==> config.mk <==
export PLATFORM = sky130hd
export DESIGN_NAME = fft_bfly_sched_flat
export DESIGN_NICKNAME = d
export VERILOG_FILES = /design/src/rtl/fft_bfly_sched_if.sv /design/src/rtl/fft_bfly_sched.sv /design/src/flat_wrapper.sv
export SDC_FILE = /design/constraint.sdc
export NUM_CORES = 1
export LEC_CHECK = 0
export ABC_AREA = 1
export CELL_PAD_IN_SITES_DETAIL_PLACEMENT = 0
export CELL_PAD_IN_SITES_GLOBAL_PLACEMENT = 2
export CORE_MARGIN = 1.5
export CORE_UTILIZATION = 30
export CTS_CLUSTER_SIZE = 16
export DETAILED_ROUTE_END_ITERATION = 8
export PLACE_DENSITY_LB_ADDON = 0.15
export SLEW_MARGIN = 20
export SYNTH_ARGS = -nofsm -noshare
export SYNTH_HDL_FRONTEND = slang
export SYNTH_SLANG_ARGS = --single-unit
==> constraint.sdc <==
create_clock -name clk -period 2.16 [get_ports clk]
set_input_delay 0.324 -clock clk [delete_from_list [all_inputs] [get_ports clk]]
set_output_delay 0.324 -clock clk [all_outputs]
set_load 0.01 [all_outputs]
==> src/rtl/fft_bfly_sched_if.sv <==
// Control/status bundle between an FFT butterfly scheduler and its datapath owner.
// The master side requests passes and watches the read/write strobes.
interface fft_bfly_sched_if;
  logic       start;
  logic       stall;
  logic       busy;
  logic       done;
  logic [1:0] stage;
  logic       rd_en;
  logic [3:0] rd_addr_a;
  logic [3:0] rd_addr_b;
  logic [2:0] tw_addr;
  logic       wr_en;
  logic [3:0] wr_addr_a;
  logic [3:0] wr_addr_b;

  modport master (
    output start, stall,
    input  busy, done, stage, rd_en, rd_addr_a, rd_addr_b, tw_addr,
           wr_en, wr_addr_a, wr_addr_b
  );

  modport slave (
    input  start, stall,
    output busy, done, stage, rd_en, rd_addr_a, rd_addr_b, tw_addr,
           wr_en, wr_addr_a, wr_addr_b
  );
endinterface

==> src/rtl/fft_bfly_sched.sv <==
// Issue/write-back scheduler for a 16-point radix-2 in-place FFT: four stages
// of eight butterflies, with each write returning BFLY_LAT cycles after its read.
//
// state | meaning
// IDLE  | waiting for start
// ISSUE | issuing butterfly reads k=0..7 of the current stage (stall holds)
// DRAIN | waiting for the stage's in-flight write-backs to land
// FIN   | done pulse; back to IDLE next cycle
module fft_bfly_sched #(
  parameter int BFLY_LAT = 3
) (
  input  logic            clk,
  input  logic            reset,
  fft_bfly_sched_if.slave bus
);

  typedef enum logic [1:0] {IDLE, ISSUE, DRAIN, FIN} state_t;

  localparam logic [2:0] LAT3 = 3'(BFLY_LAT);

  state_t     state_q;
  logic [2:0] k_q;
  logic [1:0] stage_q;
  logic [2:0] drain_cnt_q;
  logic       busy_q;
  logic       done_q;
  logic       rd_en_q;
  logic [3:0] rd_addr_a_q;
  logic [3:0] rd_addr_b_q;
  logic [2:0] tw_addr_q;

  logic [3:0] rd_addr_a_d;
  logic [3:0] rd_addr_b_d;
  logic [2:0] tw_addr_d;
  logic [3:0] half_d;

  logic       dl_vld_q [BFLY_LAT];
  logic [3:0] dl_a_q   [BFLY_LAT];
  logic [3:0] dl_b_q   [BFLY_LAT];

  // Operand a is k with a zero bit inserted at position 3-stage; b sets that bit.
  always_comb begin
    rd_addr_a_d = 4'd0;
    tw_addr_d   = 3'd0;
    half_d      = 4'd8;
    case (stage_q)
      2'd0: begin
        rd_addr_a_d = {1'b0, k_q};
        tw_addr_d   = k_q;
        half_d      = 4'd8;
      end
      2'd1: begin
        rd_addr_a_d = {k_q[2], 1'b0, k_q[1:0]};
        tw_addr_d   = {k_q[1:0], 1'b0};
        half_d      = 4'd4;
      end
      2'd2: begin
        rd_addr_a_d = {k_q[2:1], 1'b0, k_q[0]};
        tw_addr_d   = {k_q[0], 2'b00};
        half_d      = 4'd2;
      end
      default: begin
        rd_addr_a_d = {k_q, 1'b0};
        tw_addr_d   = 3'd0;
        half_d      = 4'd1;
      end
    endcase
    rd_addr_b_d = rd_addr_a_d | half_d;
  end

  // DRAIN leaves one cycle before the last write of stages 0..2 so the next
  // stage's first read lands right after it; the last stage waits one more
  // cycle so done follows its final write.
  always_ff @(posedge clk or posedge reset) begin
    if (reset) begin
      state_q     <= IDLE;
      k_q         <= 3'd0;
      stage_q     <= 2'd0;
      drain_cnt_q <= 3'd0;
      busy_q      <= 1'b0;
      done_q      <= 1'b0;
      rd_en_q     <= 1'b0;
      rd_addr_a_q <= 4'd0;
      rd_addr_b_q <= 4'd0;
      tw_addr_q   <= 3'd0;
    end else begin
      rd_en_q <= 1'b0;
      done_q  <= 1'b0;
      case (state_q)
        IDLE: begin
          if (bus.start) begin
            state_q <= ISSUE;
            k_q     <= 3'd0;
            stage_q <= 2'd0;
            busy_q  <= 1'b1;
          end
        end
        ISSUE: begin
          if (!bus.stall) begin
            rd_en_q     <= 1'b1;
            rd_addr_a_q <= rd_addr_a_d;
            rd_addr_b_q <= rd_addr_b_d;
            tw_addr_q   <= tw_addr_d;
            k_q         <= k_q + 3'd1;
            if (k_q == 3'd7) begin
              state_q     <= DRAIN;
              drain_cnt_q <= (stage_q == 2'd3) ? LAT3 : LAT3 - 3'd1;
            end
          end
        end
        DRAIN: begin
          if (drain_cnt_q == 3'd0) begin
            if (stage_q == 2'd3) begin
              state_q <= FIN;
              done_q  <= 1'b1;
            end else begin
              state_q <= ISSUE;
              stage_q <= stage_q + 2'd1;
              k_q     <= 3'd0;
            end
          end else begin
            drain_cnt_q <= drain_cnt_q - 3'd1;
          end
        end
        FIN: begin
          state_q <= IDLE;
          busy_q  <= 1'b0;
        end
        default: state_q <= IDLE;
      endcase
    end
  end

  // Write-back delay line; each slot keeps its last addresses when empty so
  // the write address outputs hold between writes.
  always_ff @(posedge clk or posedge reset) begin
    if (reset) begin
      for (int i = 0; i < BFLY_LAT; i++) begin
        dl_vld_q[i] <= 1'b0;
        dl_a_q[i]   <= 4'd0;
        dl_b_q[i]   <= 4'd0;
      end
    end else begin
      dl_vld_q[0] <= rd_en_q;
      if (rd_en_q) begin
        dl_a_q[0] <= rd_addr_a_q;
        dl_b_q[0] <= rd_addr_b_q;
      end
      for (int i = 1; i < BFLY_LAT; i++) begin
        dl_vld_q[i] <= dl_vld_q[i-1];
        if (dl_vld_q[i-1]) begin
          dl_a_q[i] <= dl_a_q[i-1];
          dl_b_q[i] <= dl_b_q[i-1];
        end
      end
    end
  end

  assign bus.busy      = busy_q;
  assign bus.done      = done_q;
  assign bus.stage     = stage_q;
  assign bus.rd_en     = rd_en_q;
  assign bus.rd_addr_a = rd_addr_a_q;
  assign bus.rd_addr_b = rd_addr_b_q;
  assign bus.tw_addr   = tw_addr_q;
  assign bus.wr_en     = dl_vld_q[BFLY_LAT-1];
  assign bus.wr_addr_a = dl_a_q[BFLY_LAT-1];
  assign bus.wr_addr_b = dl_b_q[BFLY_LAT-1];

endmodule
==> src/flat_wrapper.sv <==
// flat-port wrapper written by rule: the top's interface ports become plain ports
module fft_bfly_sched_flat 
#(
  parameter int BFLY_LAT = 3
)
  (clk, reset, bus_start, bus_stall, bus_busy, bus_done, bus_stage, bus_rd_en, bus_rd_addr_a, bus_rd_addr_b, bus_tw_addr, bus_wr_en, bus_wr_addr_a, bus_wr_addr_b);
  fft_bfly_sched_if bus_i ();
  input  logic clk;
  input  logic reset;
  input wire logic [$bits(bus_i.start)-1:0] bus_start;
  input wire logic [$bits(bus_i.stall)-1:0] bus_stall;
  output wire logic [$bits(bus_i.busy)-1:0] bus_busy;
  output wire logic [$bits(bus_i.done)-1:0] bus_done;
  output wire logic [$bits(bus_i.stage)-1:0] bus_stage;
  output wire logic [$bits(bus_i.rd_en)-1:0] bus_rd_en;
  output wire logic [$bits(bus_i.rd_addr_a)-1:0] bus_rd_addr_a;
  output wire logic [$bits(bus_i.rd_addr_b)-1:0] bus_rd_addr_b;
  output wire logic [$bits(bus_i.tw_addr)-1:0] bus_tw_addr;
  output wire logic [$bits(bus_i.wr_en)-1:0] bus_wr_en;
  output wire logic [$bits(bus_i.wr_addr_a)-1:0] bus_wr_addr_a;
  output wire logic [$bits(bus_i.wr_addr_b)-1:0] bus_wr_addr_b;
  assign bus_i.start = bus_start;
  assign bus_i.stall = bus_stall;
  assign bus_busy = bus_i.busy;
  assign bus_done = bus_i.done;
  assign bus_stage = bus_i.stage;
  assign bus_rd_en = bus_i.rd_en;
  assign bus_rd_addr_a = bus_i.rd_addr_a;
  assign bus_rd_addr_b = bus_i.rd_addr_b;
  assign bus_tw_addr = bus_i.tw_addr;
  assign bus_wr_en = bus_i.wr_en;
  assign bus_wr_addr_a = bus_i.wr_addr_a;
  assign bus_wr_addr_b = bus_i.wr_addr_b;
  fft_bfly_sched #(.BFLY_LAT(BFLY_LAT)) u_core (.clk(clk), .reset(reset), .bus(bus_i));
endmodule
==> impl_metrics.sql, run 1 <==
INSERT INTO impl_metrics (metric_group, metric, value, unit) VALUES
('sta', 'maxSlewViolCount', '0', ''),
('place', 'placement.setup.worst_slack', '0.409', 'ns'),
('routing', 'drt_iter0_drc', '57', ''),
('global_routing', 'grt_pass1_vias', '1636', ''),
('die', 'core', '7290', 'um2'),
('finish', 'number_of_inserted_filler_cells_in_the_final_layout', '793', ''),
('power_and_ir_drop', 'power.combinational.fraction', '38.8', '%'),
('sta', 'max_freq', '526', 'MHz'),
('global_routing', 'grt_use_total', '12.3', '%'),
('place', 'dp.final_hpwl', '3.24', 'mm'),
('routing', 'antenna_violating_nets_post_route', '0', ''),
('sta', 'fin_crit', '1.90', 'ns'),
('flow_run', 'drv.max_cap_violation_count', '0', ''),
('cts', 'h-tree-depth', '2', ''),
('sta', 'setup-tns-final', '0', 'ns'),
('cts', 'skew_pair_late_insertion_delay', '0.30', 'ns'),
('sta', 'hold_violations', '0', ''),
('logic_synthesis', 'post_synth_inst_count', '252', ''),
('critical_path', 'timing.critical_path.cells', 'clkdlybuf4s50_1', ''),
('die', 'die_extent_in_x', '90.0', 'um'),
('global_routing', 'grt_antenna_before_repair', '0', ''),
('sta', 'slew_headroom', '69.8', '%'),
('status', 'run_status', 'completed', ''),
('sta', 'fin_ws', '0.260', 'ns'),
('logic_synthesis', 'sequential_share_of_the_synthesized_area', '56.2', '%'),
('routing', 'wl', '4.45', 'mm'),
('cts', 'cts_made_buffers', '5', ''),
('power_and_ir_drop', 'seq_pwr_share', '45.3', '%'),
('finish', 'antenna_cells_inserted', '0', ''),
('critical_path', 'cp.buffers_inverters', '1', ''),
('cts', 'cts.repair_timing.setup_buffer_count', '0', ''),
('critical_path', 'largest_fanout_of_any_net_on_the_critical_path', '16', ''),
('logic_synthesis', 'yosysWarnings', '0', ''),
('power_and_ir_drop', 'leak', '1.32', 'nW'),
('sta', 'worst_slew_pin_slew', '0.453', 'ns'),
('logic_synthesis', 'synth_largest_type_area_fraction', '56.2', '%'),
('critical_path', 'critical_path.slowest_cell', 'clkdlybuf4s50_1', ''),
('critical_path', 'timing_worst_setup_path_type', 'flip-flop to primary output', ''),
('global_routing', 'wire_length_of_the_first_global_routing_pass', '8.03', 'mm'),
('critical_path', 'cp_slowest_stage_delay', '0.64', 'ns'),
('power_and_ir_drop', 'totalPowerFinal', '0.00369', 'W'),
('finish', 'drive_above_1_share', '6.88', '%'),
('logic_synthesis', 'synth.ff_latch_count', '51', ''),
('sta', 'rsz0062_at_grt', 'no', ''),
('finish', 'num-nets-final', '289', ''),
('power_and_ir_drop', 'p_per_area', '1360', 'nW/um2'),
('routing', 'detail_route.first_pass.iterations', '4', ''),
('power_and_ir_drop', 'power.switching', '0.00137', 'W'),
('finish', 'area_growth', '19.4', '%'),
('place', 'placement.io_buffers', '28', ''),
('die', 'die_h', '90.0', 'um'),
('critical_path', 'critical-path-top-delay-family', 'buffers and inverters', ''),
('cts', 'root_buffer', 'clkbuf_8', ''),
('cts', 'cts_tree', 'yes', ''),
('cts', 'cts_sinks', '51', ''),
('global_routing', 'grt_start_max_net_pins', '36', ''),
('routing', 'vias_per_cell', '4.25', ''),
('critical_path', 'worst_ep_arrival_time', '1.58', 'ns'),
('sta', 'min_period_over_period', '87.9', '%'),
('cts', 'clk_pin_slew', '0.09', 'ns'),
('global_routing', 'gr-total-overflow', '0', ''),
('cts', 'cts_hold_buf', '0', ''),
('logic_synthesis', 'synth.largest_area_cell', 'dfrtp_1', ''),
('power_and_ir_drop', 'max-vdd-ir-drop', '0.365', 'mV'),
('cts', 'longest_clk_path_bufs', '2', ''),
('die', 'fp-row-count', '31', ''),
('critical_path', 'worst-endpoint-required', '1.84', 'ns'),
('power_and_ir_drop', 'power.switching_fraction', '37.2', '%'),
('sta', 'fin_skew', '0.00477', 'ns'),
('routing', 'dr_total_vias', '1595', ''),
('routing', 'drc', '0', '');
[layout make-up]
type | instances | area, um2 | area share, %
Tap cell | 99 | 124 | 4.57
Clock inverter | 2 | 16.3 | 0.600
Inverter | 28 | 105 | 3.88
Sequential cell | 51 | 1280 | 47.1
Multi-Input combinational cell | 160 | 806 | 29.7
Clock buffer | 6 | 82.6 | 3.05
Timing Repair Buffer | 29 | 300 | 11.1
[final timing paths]
kind                                       start               endpoint  slack [ns]  depth (start not counted)
max in group asynchronous                  reset  u_core.bus.tw_addr[2]        1.34                          3
min reg2reg                    u_core.dl_b_q[11]       u_core.dl_b_q[7]        0.49                          2
min in group clk               u_core.dl_b_q[11]       u_core.dl_b_q[7]        0.49                          2
max                             u_core.bus.rd_en              bus_rd_en        0.26                          1
max reg2reg                u_core.drain_cnt_q[0]  u_core.drain_cnt_q[2]        0.46                          9
min                                        reset       u_core.dl_b_q[7]        0.31                          2
[layout by cell type, fill, tap and decap left out, types with 2 or more instances in the layout]
master           instances
o21ai_0                 19
mux2_2                   6
clkdlybuf4s50_1         28
a21oi_1                 11
clkbuf_8                 6
ha_1                    10
nor2_1                  22
nand4_1                  3
dfrtp_1                 51
nand3_1                 10
inv_2                    2
inv_1                   26
nand2_1                 73
[sequential cells by signal (all words and copies together), names as in the netlist, 3 cells and up]
signal / count
u_core.bus.rd_addr_a: 4
u_core.bus.rd_addr_b: 4
u_core.bus.tw_addr: 3
u_core.bus.wr_addr_a: 4
u_core.bus.wr_addr_b: 4
u_core.dl_a_q: 8
u_core.dl_b_q: 8
u_core.drain_cnt_q: 3
u_core.k_q: 3
[per-stage QoR]
| stage | area [um2] | utilization (%) | std cells | hold slack, ns |
|---|---|---|---|---|
| finish | 2710 | 37.2 | 375 | 0.309 |
| global route | 2710 | 37.2 | 375 | 0.347 |
| CTS | 2710 | 37.2 | 375 | 0.318 |
| detailed placement | 2610 | 35.8 | 367 | 0.470 |
| global placement | 2610 | 35.8 | 367 | 0.461 |
| floorplan | 2270 | - | 252 | 0.404 |
[routing by layer]
layer	vias to the layer above	share of wire (%)	track usage [%]
met3	4	2.9	2.71
met1	730	49	16.3
li1	838	-	-
met2	23	47	20.1
met5	-	0	0
met4	0	0.70	3.57
[cells by family after synthesis]
group,count (synthesis),synth area share (%)
flops,51,56.2
compound gates,33,7.50
mux,6,2.98
buf+inv,41,8.27
simple gates,111,19.5
fa+ha+maj,10,5.51
[synthesized netlist by cell type]
library cell,number
a21oi_1,11
inv_1,27
buf_2,3
o21ai_0,19
inv_2,1
nor2_2,1
mux2_2,6
o22ai_1,1
or2_2,1
clkbuf_1,2
dfrtp_1,51
nand4_1,3
buf_4,8
ha_1,10
nor2_1,22
nand3_1,10
nor3_1,1
o21a_1,1
a31oi_1,1
nand2_1,73
[power groups by stage]
stage / logic, W / registers (W) / clock network (W)
finish: 0.00143 / 0.00167 / 0.000588
detailed placement: 0.00145 / 0.00170 / 0
CTS: 0.00146 / 0.00168 / 0.000620
global placement: 0.00146 / 0.00170 / 0
global route: 0.00166 / 0.00175 / 0.000649
floorplan: 0.000972 / 0.00164 / 0
Power figures use the tool's default switching activity.
==> inputs of run 2 (changes only) <==
--- a/config.mk
+++ b/config.mk
@@ -5,7 +5,7 @@
 export SDC_FILE = /design/constraint.sdc
 export NUM_CORES = 1
 export LEC_CHECK = 0
-export ABC_AREA = 1
+export ABC_AREA = 0
 export CELL_PAD_IN_SITES_DETAIL_PLACEMENT = 0
 export CELL_PAD_IN_SITES_GLOBAL_PLACEMENT = 2
 export CORE_MARGIN = 1.5
@@ -13,7 +13,7 @@
 export CTS_CLUSTER_SIZE = 16
 export DETAILED_ROUTE_END_ITERATION = 8
 export PLACE_DENSITY_LB_ADDON = 0.15
-export SLEW_MARGIN = 20
+export SLEW_MARGIN = 10
 export SYNTH_ARGS = -nofsm -noshare
 export SYNTH_HDL_FRONTEND = slang
 export SYNTH_SLANG_ARGS = --single-unit
==> run 2 against run 1 <==
Cell area grew 1.0%. Hold slack gained 0.067 ns. Area after synthesis grew 1.7%. Global-route usage shrank 0.11 points. Critical path depth grew 5. Non-clock buffer count grew 4. Clock-buffer cell count shrank 1. First-iteration DRC count shrank 63%. Largest cell class unchanged.
==> impl_metrics.sql, run 2 <==
INSERT INTO impl_metrics (metric_group, metric, value, unit) VALUES
('sta', 'rsz0062_at_grt', 'no', ''),
('worst_hold_path', 'path_category_of_the_worst_min_delay_check', 'input port to asynchronous set/reset pin', ''),
('die', 'die_extent_in_x', '90.7', 'um'),
('routing', 'wl', '4.58', 'mm'),
('sta', 'fin_skew', '0.00455', 'ns'),
('critical_path', 'timing_worst_setup_path_type', 'flip-flop to flip-flop', ''),
('logic_synthesis', 'synth_largest_type_area_fraction', '55.3', '%'),
('logic_synthesis', 'synth_common_cells', 'dfrtp_1 (51), mux2_2 (24), nand2_1 (16), nor2_1 (16), ha_1 (10)', ''),
('global_routing', 'grt_start_max_net_pins', '26', ''),
('cts', 'post_cts.resized_instances', '0', ''),
('cts', 'longest_clk_path_bufs', '2', ''),
('sta', 'max_freq', '543', 'MHz'),
('logic_synthesis', 'synthDistinctLibCells', '35', ''),
('logic_synthesis', 'synth_top_flop_cell', 'dfrtp_1', ''),
('cts', 'cts_hold_buf', '0', ''),
('critical_path', 'ff_to_ff_end', 'u_core.k_q[0]', ''),
('cts', 'cts_made_buffers', '5', ''),
('power_and_ir_drop', 'p_per_area', '1400', 'nW/um2'),
('logic_synthesis', 'sequential_share_of_the_synthesized_area', '55.3', '%'),
('logic_synthesis', 'synth_area_per_cell', '11.8', 'um2'),
('power_and_ir_drop', 'max-vdd-ir-drop', '0.409', 'mV'),
('place', 'dp.final_hpwl', '3.34', 'mm'),
('logic_synthesis', 'synth_enable_flop_cells', '0', ''),
('logic_synthesis', 'yosysWarnings', '0', ''),
('cts', 'h-tree-depth', '2', ''),
('power_and_ir_drop', 'leak', '1.21', 'nW'),
('global_routing', 'grt_use_total', '12.2', '%'),
('logic_synthesis', 'synth.ff_latch_count', '51', ''),
('logic_synthesis', 'mappedNetlistArea', '2310', 'um2'),
('global_routing', 'grt_pass1_vias', '1576', ''),
('sta', 'maxSlewViolCount', '0', ''),
('routing', 'vias_per_cell', '4.71', ''),
('die', 'die_h', '90.7', 'um'),
('place', 'placement.setup.worst_slack', '0.224', 'ns'),
('logic_synthesis', 'synth.largest_area_cell', 'dfrtp_1', ''),
('global_routing', 'grt_antenna_before_repair', '0', ''),
('finish', 'area_growth', '18.7', '%'),
('routing', 'drt_iter0_drc', '21', ''),
('global_routing', 'gr-total-overflow', '0', ''),
('routing', 'dr_total_vias', '1488', ''),
('sta', 'timing.hold.ws', '0.376', 'ns'),
('logic_synthesis', 'postSynth.asyncResetShare', '100', '%'),
('finish', 'num-nets-final', '231', ''),
('power_and_ir_drop', 'seq_pwr_share', '44.4', '%'),
('place', 'placement.io_buffers', '28', ''),
('routing', 'post_drt_wl_per_cell', '14.5', 'um'),
('power_and_ir_drop', 'power.switching_fraction', '33.9', '%'),
('critical_path', 'r2r_setup_slack', '0.32', 'ns'),
('logic_synthesis', 'post_synth_inst_count', '195', ''),
('critical_path', 'worst-endpoint-required', '2.40', 'ns'),
('global_routing', 'wire_length_of_the_first_global_routing_pass', '7.98', 'mm'),
('die', 'pin_count', '29', ''),
('power_and_ir_drop', 'power.switching', '0.00130', 'W'),
('critical_path', 'worst_ep_arrival_time', '2.09', 'ns'),
('finish', 'mostFrequentLayoutCell', 'dfrtp_1', ''),
('sta', 'min_period_over_period', '85.3', '%'),
('sta', 'slew_headroom', '62.4', '%'),
('critical_path', 'largest_fanout_of_any_net_on_the_critical_path', '5', ''),
('cts', 'cts_tree', 'yes', ''),
('flow_run', 'drv.max_cap_violation_count', '0', ''),
('sta', 'finalSetupViolations', '0', ''),
('logic_synthesis', 'synth_nets', '209', ''),
('finish', 'most-common-layout-cells', 'dfrtp_1 (51), clkdlybuf4s50_1 (28), mux2_2 (24)', ''),
('routing', 'antenna_violating_nets_post_route', '0', ''),
('power_and_ir_drop', 'power.combinational.fraction', '38.5', '%'),
('logic_synthesis', 'netlist_top_cells_area', 'dfrtp_1 (55%), mux2_2 (12%), ha_1 (5.4%)', ''),
('cts', 'cts.repair_timing.setup_buffer_count', '0', ''),
('power_and_ir_drop', 'cellInternalPower', '0.00254', 'W'),
('cts', 'clk_pin_slew', '0.09', 'ns'),
('power_and_ir_drop', 'totalPowerFinal', '0.00384', 'W'),
('routing', 'drc', '0', ''),
('critical_path', 'timing.rr.start', 'u_core.drain_cnt_q[0]', ''),
('power_and_ir_drop', 'clockPowerShare', '17.1', '%'),
('die', 'fp-row-count', '31', ''),
('finish', 'drive_above_1_share', '18.4', '%'),
('sta', 'hold_violations', '0', ''),
('sta', 'fin_crit', '1.84', 'ns'),
('cts', 'cts_sinks', '51', ''),
('routing', 'detail_route.first_pass.iterations', '4', ''),
('sta', 'worst_slew_pin_slew', '0.563', 'ns'),
('status', 'run_status', 'completed', ''),
('die', 'initial_utilization', '31.5', '%'),
('critical_path', 'critical_path.endpoint_type', 'flip-flop', ''),
('critical_path', 'ff2ff_path_depth', '6', ''),
('sta', 'setup-tns-final', '0', 'ns'),
('finish', 'antenna_cells_inserted', '0', ''),
('sta', 'fin_ws', '0.318', 'ns'),
('die', 'design.die.area', '8230', 'um2'),
('logic_synthesis', 'synth_most_common_cell', 'dfrtp_1', ''),
('critical_path', 'timing.critical_path.from_type', 'flip-flop', ''),
('place', 'globalplace.congestion', '0.717', ''),
('cts', 'skew_pair_late_insertion_delay', '0.30', 'ns'),
('cts', 'root_buffer', 'clkbuf_8', ''),
('die', 'core', '7330', 'um2'),
('finish', 'reg_top3', 'u_core.dl_a_q: 8 flops, u_core.dl_b_q: 8 flops', '');
[run 2: stage by stage]
| stage | cells | cell area [um2] | utilization [%] |
|---|---|---|---|
| 2_1_floorplan | 195 | 2310 | - |
| 3_3_place_gp | 309 | 2630 | 35.9 |
| 3_5_place_dp | 309 | 2630 | 35.9 |
| 4_1_cts | 316 | 2740 | 37.3 |
| 5_1_grt | 316 | 2740 | 37.3 |
| 6_report | 316 | 2740 | 37.3 |
[run 2: cell families (layout without fill, tap and decap cells)]
family	count (synthesis)	in the layout	synth area share [%]
buffers and inverters	27	49	6.56
AND/OR/NAND/NOR	45	45	9.11
multiplexers	26	26	12.6
AO/OA/AOI/OAI	35	35	10.6
flip-flops	51	51	55.3
XOR/XNOR	1	1	0.380
adder cells (fa/ha/maj)	10	10	5.42
[run 2: area by class of cell]
cell class                 instances  area (um2)
timing repair buffer              33         318
fill                             709        4590
inverter                           9        33.8
multi-input combinational        117         880
clock inverter                     2        37.5
tap                               99         124
sequential                        51        1280
clock buffer                       5        68.8
[run 2: power by group through the flow]
stage          clock (W)  sequential (W)  combinational, W
6_report        0.000657         0.00170           0.00148
5_1_grt         0.000714         0.00178           0.00163
4_1_cts         0.000676         0.00172           0.00150
3_5_place_dp           0         0.00174           0.00149
3_3_place_gp           0         0.00171           0.00147
2_1_floorplan          0         0.00163           0.00104
[run 2: critical path, cell delays in order, from the launching register on]
cell,delay (ns)
dfrtp_1,0.42
inv_1,0.06
ha_1,0.20
ha_1,0.24
nor2b_1,0.20
a211oi_1,0.46
a22o_1,0.21
[run 2: routing by layer]
layer | vias to the layer above | share of wire [%] | wire length, um | GRT usage (%)
li1 | 708 | - | - | -
met1 | 750 | 45 | 2070 | 14.7
met2 | 24 | 50 | 2290 | 20.9
met3 | 6 | 3.4 | 158 | 3.03
met4 | 0 | 1.3 | 61 | 4.23
met5 | - | 0 | 0 | 0
[run 2: how the worst max path moves through the flow]
stage                                     start                 endpoint  depth (start not counted)
final                     u_core.drain_cnt_q[0]            u_core.k_q[0]                          6
after global routing      u_core.drain_cnt_q[0]            u_core.k_q[0]                          6
after CTS                 u_core.drain_cnt_q[0]            u_core.k_q[0]                          6
after detailed placement              bus_stall  u_core.bus.rd_addr_a[3]                          5
after global placement                bus_stall  u_core.bus.rd_addr_a[3]                          5
after floorplan           u_core.drain_cnt_q[0]            u_core.k_q[0]                          6
==> inputs of run 3 (changes only) <==
--- a/config.mk
+++ b/config.mk
@@ -12,6 +12,7 @@
 export CORE_UTILIZATION = 30
 export CTS_CLUSTER_SIZE = 16
 export DETAILED_ROUTE_END_ITERATION = 8
+export GPL_ROUTABILITY_DRIVEN = 0
 export PLACE_DENSITY_LB_ADDON = 0.15
 export SLEW_MARGIN = 10
 export SYNTH_ARGS = -nofsm -noshare
==> results of run 3 <==
Final layout, timing and power as in run 2 (identical DEF).
